**src/rtl/neuron_v3.sv**
```systemverilog
// rtl/neuron_v3.sv - streaming fixed-point neuron: saturating MAC, bias, round-half-even, clamp, optional ReLU
module neuron_v3 #(
    parameter int N   = 10,
    parameter int Q   = 9,
    parameter int G   = 4,
    parameter int ACT = 0
) (
    input  logic                clk,
    input  logic                rst,
    input  logic                in_valid,
    output logic                in_ready,
    input  logic                in_last,
    input  logic signed [N-1:0] w,
    input  logic signed [N-1:0] x,
    input  logic signed [N-1:0] b,
    output logic signed [N-1:0] out,
    output logic                out_valid,
    input  logic                out_ready,
    output logic                sat,
    output logic                ovf
);
    localparam int A = 2*N + G;
    localparam int R = A - Q + 1;
    localparam logic signed [R-1:0] MAXR = R'(2**(N-1) - 1);
    localparam logic signed [R-1:0] MINR = ~MAXR;
    localparam logic signed [N-1:0] MAXO = {1'b0, {(N-1){1'b1}}};
    localparam logic signed [N-1:0] MINO = {1'b1, {(N-1){1'b0}}};
    localparam logic [Q-1:0] HALF = {1'b1, {(Q-1){1'b0}}};

    typedef enum logic [1:0] {ACC, BIAS, RND, OUT} state_t;

    state_t                 state;
    logic signed [A-1:0]    acc;
    logic signed [N-1:0]    breg;
    logic signed [2*N-1:0]  prod;
    logic [A:0]             add_p;
    logic [A:0]             add_b;
    logic                   inc;
    logic signed [R-1:0]    rnd;
    logic signed [N-1:0]    res;
    logic                   res_sat;

    // Returns {clamped_flag, sum}; the sum is pinned to the signed limits instead of wrapping.
    function automatic logic [A:0] sadd(input logic [A-1:0] a, input logic [A-1:0] c);
        logic [A:0] s;
        s = {a[A-1], a} + {c[A-1], c};
        if (s[A] != s[A-1])
            return {1'b1, s[A], {(A-1){~s[A]}}};
        return {1'b0, s[A-1:0]};
    endfunction

    assign in_ready = (state == ACC);

    always_comb begin
        prod  = (2*N)'(w) * (2*N)'(x);
        add_p = sadd(acc, {{G{prod[2*N-1]}}, prod});
        add_b = sadd(acc, {{(A-N-Q){breg[N-1]}}, breg, {Q{1'b0}}});
        inc   = (acc[Q-1:0] > HALF) || ((acc[Q-1:0] == HALF) && acc[Q]);
        rnd   = $signed({acc[A-1], acc[A-1:Q]}) + $signed({{(R-1){1'b0}}, inc});
        res_sat = 1'b0;
        if (rnd > MAXR) begin
            res     = MAXO;
            res_sat = 1'b1;
        end else if (rnd < MINR) begin
            res     = MINO;
            res_sat = 1'b1;
        end else begin
            res = rnd[N-1:0];
        end
        if (ACT == 1 && res[N-1])
            res = '0;
    end

    always_ff @(posedge clk or posedge rst) begin
        if (rst) begin
            state     <= ACC;
            acc       <= '0;
            breg      <= '0;
            out       <= '0;
            out_valid <= 1'b0;
            sat       <= 1'b0;
            ovf       <= 1'b0;
        end else begin
            case (state)
                ACC: if (in_valid) begin
                    acc <= add_p[A-1:0];
                    ovf <= ovf | add_p[A];
                    if (in_last) begin
                        breg  <= b;
                        state <= BIAS;
                    end
                end
                BIAS: begin
                    acc   <= add_b[A-1:0];
                    ovf   <= ovf | add_b[A];
                    state <= RND;
                end
                RND: begin
                    out       <= res;
                    sat       <= res_sat;
                    out_valid <= 1'b1;
                    state     <= OUT;
                end
                OUT: if (out_ready) begin
                    out_valid <= 1'b0;
                    acc       <= '0;
                    ovf       <= 1'b0;
                    state     <= ACC;
                end
                default: state <= ACC;
            endcase
        end
    end
endmodule
```
**config.mk**
```make
export PLATFORM = sky130hd
export DESIGN_NAME = neuron_v3
export DESIGN_NICKNAME = d
export VERILOG_FILES = /design/src/rtl/neuron_v3.sv
export SDC_FILE = /design/constraint.sdc
export NUM_CORES = 1
export LEC_CHECK = 0
export ABC_AREA = 1
export CAP_MARGIN = 20
export CORE_MARGIN = 2
export CORE_UTILIZATION = 36
export CTS_CLUSTER_SIZE = 28
export DETAILED_ROUTE_END_ITERATION = 7
export DONT_BUFFER_PORTS = 1
export PLACE_DENSITY = 0.6
export SYNTH_ARGS = -nofsm -noshare
export SYNTH_HDL_FRONTEND = slang
export SYNTH_SLANG_ARGS = --single-unit
```
**constraint.sdc**
```tcl
create_clock -name clk -period 8.1 [get_ports clk]
set_input_delay 1.62 -clock clk [delete_from_list [all_inputs] [get_ports clk]]
set_output_delay 1.62 -clock clk [all_outputs]
set_load 0.01 [all_outputs]
```
Word-level counts from Yosys, hierarchy flattened
Index checks and enable logic that the tools add are counted.
Widths: inputs -> output; s select.
{"block": "totals", "reg_bits": 49, "latch_bits": 0, "ram_bits": 0, "rom_bits": 0, "word_cells": 57, "mem_count": 0}
{"block": "op_classes", "addsub": 3, "n_mul": 1, "n_div": 0, "magnitude_cmp": 3, "n_eq_ne": 9, "shifts": 0, "mux": 21, "bitwise_logic": 4, "n_reduce_logical": 9}
{"op": "$mux 25", "n": 4}
{"op": "$pmux 24 s3", "n": 1}
{"op": "$mux 24", "n": 2}
{"op": "$add 24x19->25", "n": 1}
{"op": "$add 24x20->25", "n": 1}
{"op": "$mul 10x10->20", "n": 1}
{"op": "$mux 10", "n": 2}
{"op": "$add 15x2->16", "n": 1}
{"op": "$gt 16x10->1 const B", "n": 1}
{"op": "$lt 16x10->1 const B", "n": 1}
{"op": "$eq 9x9->1 const B", "n": 1}
{"op": "$gt 9x9->1 const B", "n": 1}
{"op": "$reduce_and 3->1", "n": 3}
{"op": "$pmux 2 s4", "n": 1}
{"op": "$mux 1", "n": 6}
{"op": "$mux 2", "n": 3}
{"op": "$eq 2x2->1 const B", "n": 2}
{"op": "$ne 2x2->1 const B", "n": 2}
{"op": "$pmux 1 s3", "n": 1}
{"op": "$reduce_bool 3->1", "n": 1}
{"op": "$eq 2x1->1 const B", "n": 1}
{"op": "$logic_not 2->1", "n": 1}
{"op": "$ne 1x1->1", "n": 2}
{"op": "$ne 2x1->1 const B", "n": 1}
{"op": "7 further kinds", "n": 9}

Depth between registers and ports, before layout
{"block": "depth", "word_depth": 8, "mapped_depth": 31}

Worst setup path before layout
Ideal clock, no wire load.
{"block": "synth_path", "path_type": "input port to flip-flop", "startpoint": "input port x[4]", "endpoint": "register acc[5]", "arrival_ns": 6.614, "path_slack_ns": 1.399, "path_stages": 27, "path_buffers": 2, "path_cell_list": "clkbuf_1 nand2_1 fa_1 inv_1 fa_1 inv_1 fa_1 inv_1 fa_1 inv_1 fa_1 inv_1 ha_1 nand2_1 inv_1 nand2_1 nand2_1 a21oi_1 nand3_1 nand2_1 nand2_1 nand2_2 nand2_4 inv_4 buf_6 nand2_1 a22oi_1"}
{"block": "synth_via", "elab_chain_cells": 7, "word_cells_on_any_way": 9}
{"item": "start: declaration", "line_no": "14", "text": "input logic signed [N-1:0] x,"}
{"item": "$mul 10x10->20 *", "line_no": "55", "text": "prod = (2*N)'(w) * (2*N)'(x);"}
{"item": "$add 24x20->25 *", "line_no": "46", "text": "s = {a[A-1], a} + {c[A-1], c};"}
{"item": "$ne 1x1->1 / $not 1->1 (equally long branches)", "line_no": "47, 48"}
{"item": "$mux 1 / $mux 25 (equally long branches)", "line_no": "47", "text": "if (s[A] != s[A-1])"}
{"item": "$mux 25 *", "line_no": "49", "text": "return {1'b0, s[A-1:0]};"}
{"item": "$mux 24 *", "line_no": "85", "text": "ACC: if (in_valid) begin"}
{"item": "$pmux 24 s3 *", "line_no": "84", "text": "case (state)"}
{"item": "end signal: assignment", "line_no": "86", "text": "acc <= add_p[A-1:0];"}
{"item": "end signal: assignment", "line_no": "94", "text": "acc <= add_b[A-1:0];"}
{"item": "end: declaration", "line_no": "33", "text": "logic signed [A-1:0] acc;"}
Every way passes the cells marked *; elsewhere a longest branch is shown, timed or not. The select of a mux whose other input is x is not followed.
A chain may end at the register's enable or synchronous reset.

Worst setup path after layout
{"block": "layout_path", "startpoint": "input port w[9]", "endpoint": "register acc[1]"}
{"block": "layout_via", "elab_chain_cells": 7, "word_cells_on_any_way": 9}
{"item": "start: declaration", "line_no": "13", "text": "input logic signed [N-1:0] w,"}
{"item": "$mul 10x10->20 *", "line_no": "55"}
{"item": "$add 24x20->25 *", "line_no": "46"}
{"item": "$ne 1x1->1 / $not 1->1 (equally long branches)", "line_no": "47, 48"}
{"item": "$mux 1 / $mux 25 (equally long branches)", "line_no": "47"}
{"item": "$mux 25 *", "line_no": "49"}
{"item": "$mux 24 *", "line_no": "85"}
{"item": "$pmux 24 s3 *", "line_no": "84"}
Marked as above.

==> run_results.csv <==
group,metric,value,unit
run_status,outcome,"finished, final reports clean",
clock_network,holdBufCountCts,0,
critical_path,ff2ff_setup_slack,3440,ps
critical_path,worst_ep_arrival_time,6850,ps
critical_path,timing.rr.end,"acc[1]$_DFFE_PP0P_",
logic_synthesis,syn_nets,1514,
logic_synthesis,synthArstFlopShare,100,%
floorplanning,die_h,165,um
floorplanning,rows,58,
place,hpwl,19400,um
routing,dr_total_vias,7642,
logic_synthesis,yosysSeqAreaShare,13.1,%
logic_synthesis,synthTopCellsByArea,"fa_1 27%, inv_1 14%, dfrtp_1 13%",
timing,tightest_slew,708,ps
floorplanning,die_x,165,um
timing,timing.final.ws_setup,1450,ps
hold_path,hold_path_depth,1,
critical_path,worst-path-buf-inv,7,
routing,route.detailed.drc,0,
layout,final_core_utilization,38.9,%
logic_synthesis,yosys.cell_types.count,40,
clock_network,postCtsResizedCells,0,
critical_path,worst_ep_required_time,8310,ps
timing,hold_ws,519,ps
clock_network,cts_made_buffers,5,
clock_network,clkSinkCount,49,
floorplanning,die_area,0.0272,mm^2
clock_network,clockBufferDepth,2,
clock_network,htree_levels,2,
critical_path,cp_num_cells,25,
floorplanning,initial_core_util,36.9,%
global_routing,grt_pass1_vias,7763,
timing,rsz0062_at_grt,"no",
logic_synthesis,syn_area,0.00934,mm^2
layout,antennaDiodeCount,0,
hold_path,hold_end,"breg[2]$_DFFE_PP0P_",
routing,drt-total-wl,22600,um
routing,drt-pass1-iter-count,5,
layout,syn_to_final_growth,5.39,%
timing,slew_headroom,52.8,%
timing,slew_violations,0,
clock_network,post_cts.repair.setup_buffers,0,
timing,fin_tns_setup,0,ps
logic_synthesis,synth_top_cells_by_count,"336 x inv_1, 289 x nand2_1, 128 x fa_1",
timing,fin_crit_sh,82.0,%
critical_path,path_delay_family,"adder cells",
place,gp_congestion,0.913,
timing,post-route-min-period,6650,ps
clock_network,cts_tree,"done",
critical_path,r2r-start,"acc[23]$_DFFE_PP0P_",
clock_network,root_buffer,"clkbuf_16",
layout,nNetsFinal,1496,
critical_path,max_stage_delay,720,ps
clock_network,worstSkewPairLatency,290,ps
critical_path,crit_fanout,10,
logic_synthesis,yosys_warnings,0,
hold_path,holdCritStartpoint,"breg[2]$_DFFE_PP0P_",
routing,first_iter_violations,475,
logic_synthesis,yosysMostFrequentCell,"inv_1",
layout,multi_input_area,0.00672,mm^2
layout,regArea,0.00123,mm^2
floorplanning,core-area,0.0253,mm^2
clock_network,clk_pin_slew,70,ps
floorplanning,ios,49,
critical_path,startpoint,"w[9]",
timing,fmax,150,MHz
routing,drt-vias-per-instance,4.85,
logic_synthesis,synthFlopType,"dfrtp_1",
hold_path,hold_path_class,"reg -> reg",
logic_synthesis,syn_avg_cell_area,7.39,um^2
critical_path,endpoint_kind,"register",
global_routing,overflow,0,
logic_synthesis,synth_top_area_share,27.4,%
timing,hold_violations,0,
global_routing,antenna_found_initial,0,
global_routing,grt_max_degree,50,
timing,fin_skew,6.09,ps
place,portBuffers,0,
critical_path,timing.setup.critical_path_class,"in -> reg",
global_routing,grt_pass1_wl,37900,um
critical_path,start_kind,"input pin",
layout,num-fill-cells,2638,
layout,drive_gt1_share,3.85,%
logic_synthesis,ys_ff_latch,49,
timing,setup_viol,0,
critical_path,worstRegToRegCells,18,
place,place_ws,1200,ps
logic_synthesis,synth_edf_count,0,
routing,ant_nets,0,
logic_synthesis,synth_top_area_cell,"fa_1",
critical_path,slowest_stage,"fa_1",
routing,wl_per_cell,14.3,um
flow_run,cap_violations,0,
logic_synthesis,syn_inst,1264,
global_routing,grt_usage,17.4,%
## cells by family after synthesis
kind of cell               count (synthesis)  share of synthesized area, %
muxes                                     10                          1.21
buffers and inverters                    367                          14.9
adders and majority gates                215                          39.1
and+or+nand+nor                          475                          21.4
DFF                                       49                          13.1
xor gates and xnor gates                  31                          2.91
AOI/OAI and AO/OA                        117                          7.34
## per-stage QoR
step,instances,instance area [um^2]
after floorplan,1264,9340
after global placement,1568,9640
after detailed placement,1568,9640
after CTS,1576,9820
after global routing,1577,9840
final,1577,9840
## flip-flops by register name, summed over array words and instances (netlist names)
signal / flops
ovf: 1
out_valid: 1
state: 2
breg: 10
sat: 1
acc: 24
out: 10
## final cells by class
cell class                 instances  share of cell area, %
tap                              330                   4.20
clock inverter                     2                  0.381
multi-input combinational        848                   68.3
timing repair buffer               1                  0.203
sequential                        49                   12.5
clock buffer                       6                   1.41
inverter                         341                   13.1
## per-layer routing
layer	routed length [um]	global-route usage [%]
met5	0	0
met4	305	2.61
met2	11200	30.9
met1	10300	23.6
met3	782	1.27
## cell usage in the layout (no fill, tap or decap), types with 8 or more instances in the layout
cell type,netlist,routed
o21ai_0,25,25
ha_1,87,87
mux2_2,10,10
nor3_1,8,8
inv_1,336,335
nand2_1,289,289
dfrtp_1,49,49
nor2_1,75,75
a21oi_1,49,49
xor2_1,24,24
nand3_1,60,60
nand4_1,14,14
a22oi_1,8,8
fa_1,128,128
## worst max path at each step
| stage | slack (ps) | end |
|---|---|---|
| 2_1_floorplan | 1400 | acc[5]$_DFFE_PP0P_ |
| 3_3_place_gp | 1340 | acc[17]$_DFFE_PP0P_ |
| 3_5_place_dp | 1200 | acc[1]$_DFFE_PP0P_ |
| 4_1_cts | 1500 | acc[1]$_DFFE_PP0P_ |
| 5_1_grt | 1030 | acc[5]$_DFFE_PP0P_ |
| 6_report | 1450 | acc[1]$_DFFE_PP0P_ |
Power is left out: the tool's default activity adds up to more than one toggle a clock period on the data nets, which glitch-free logic cannot reach.
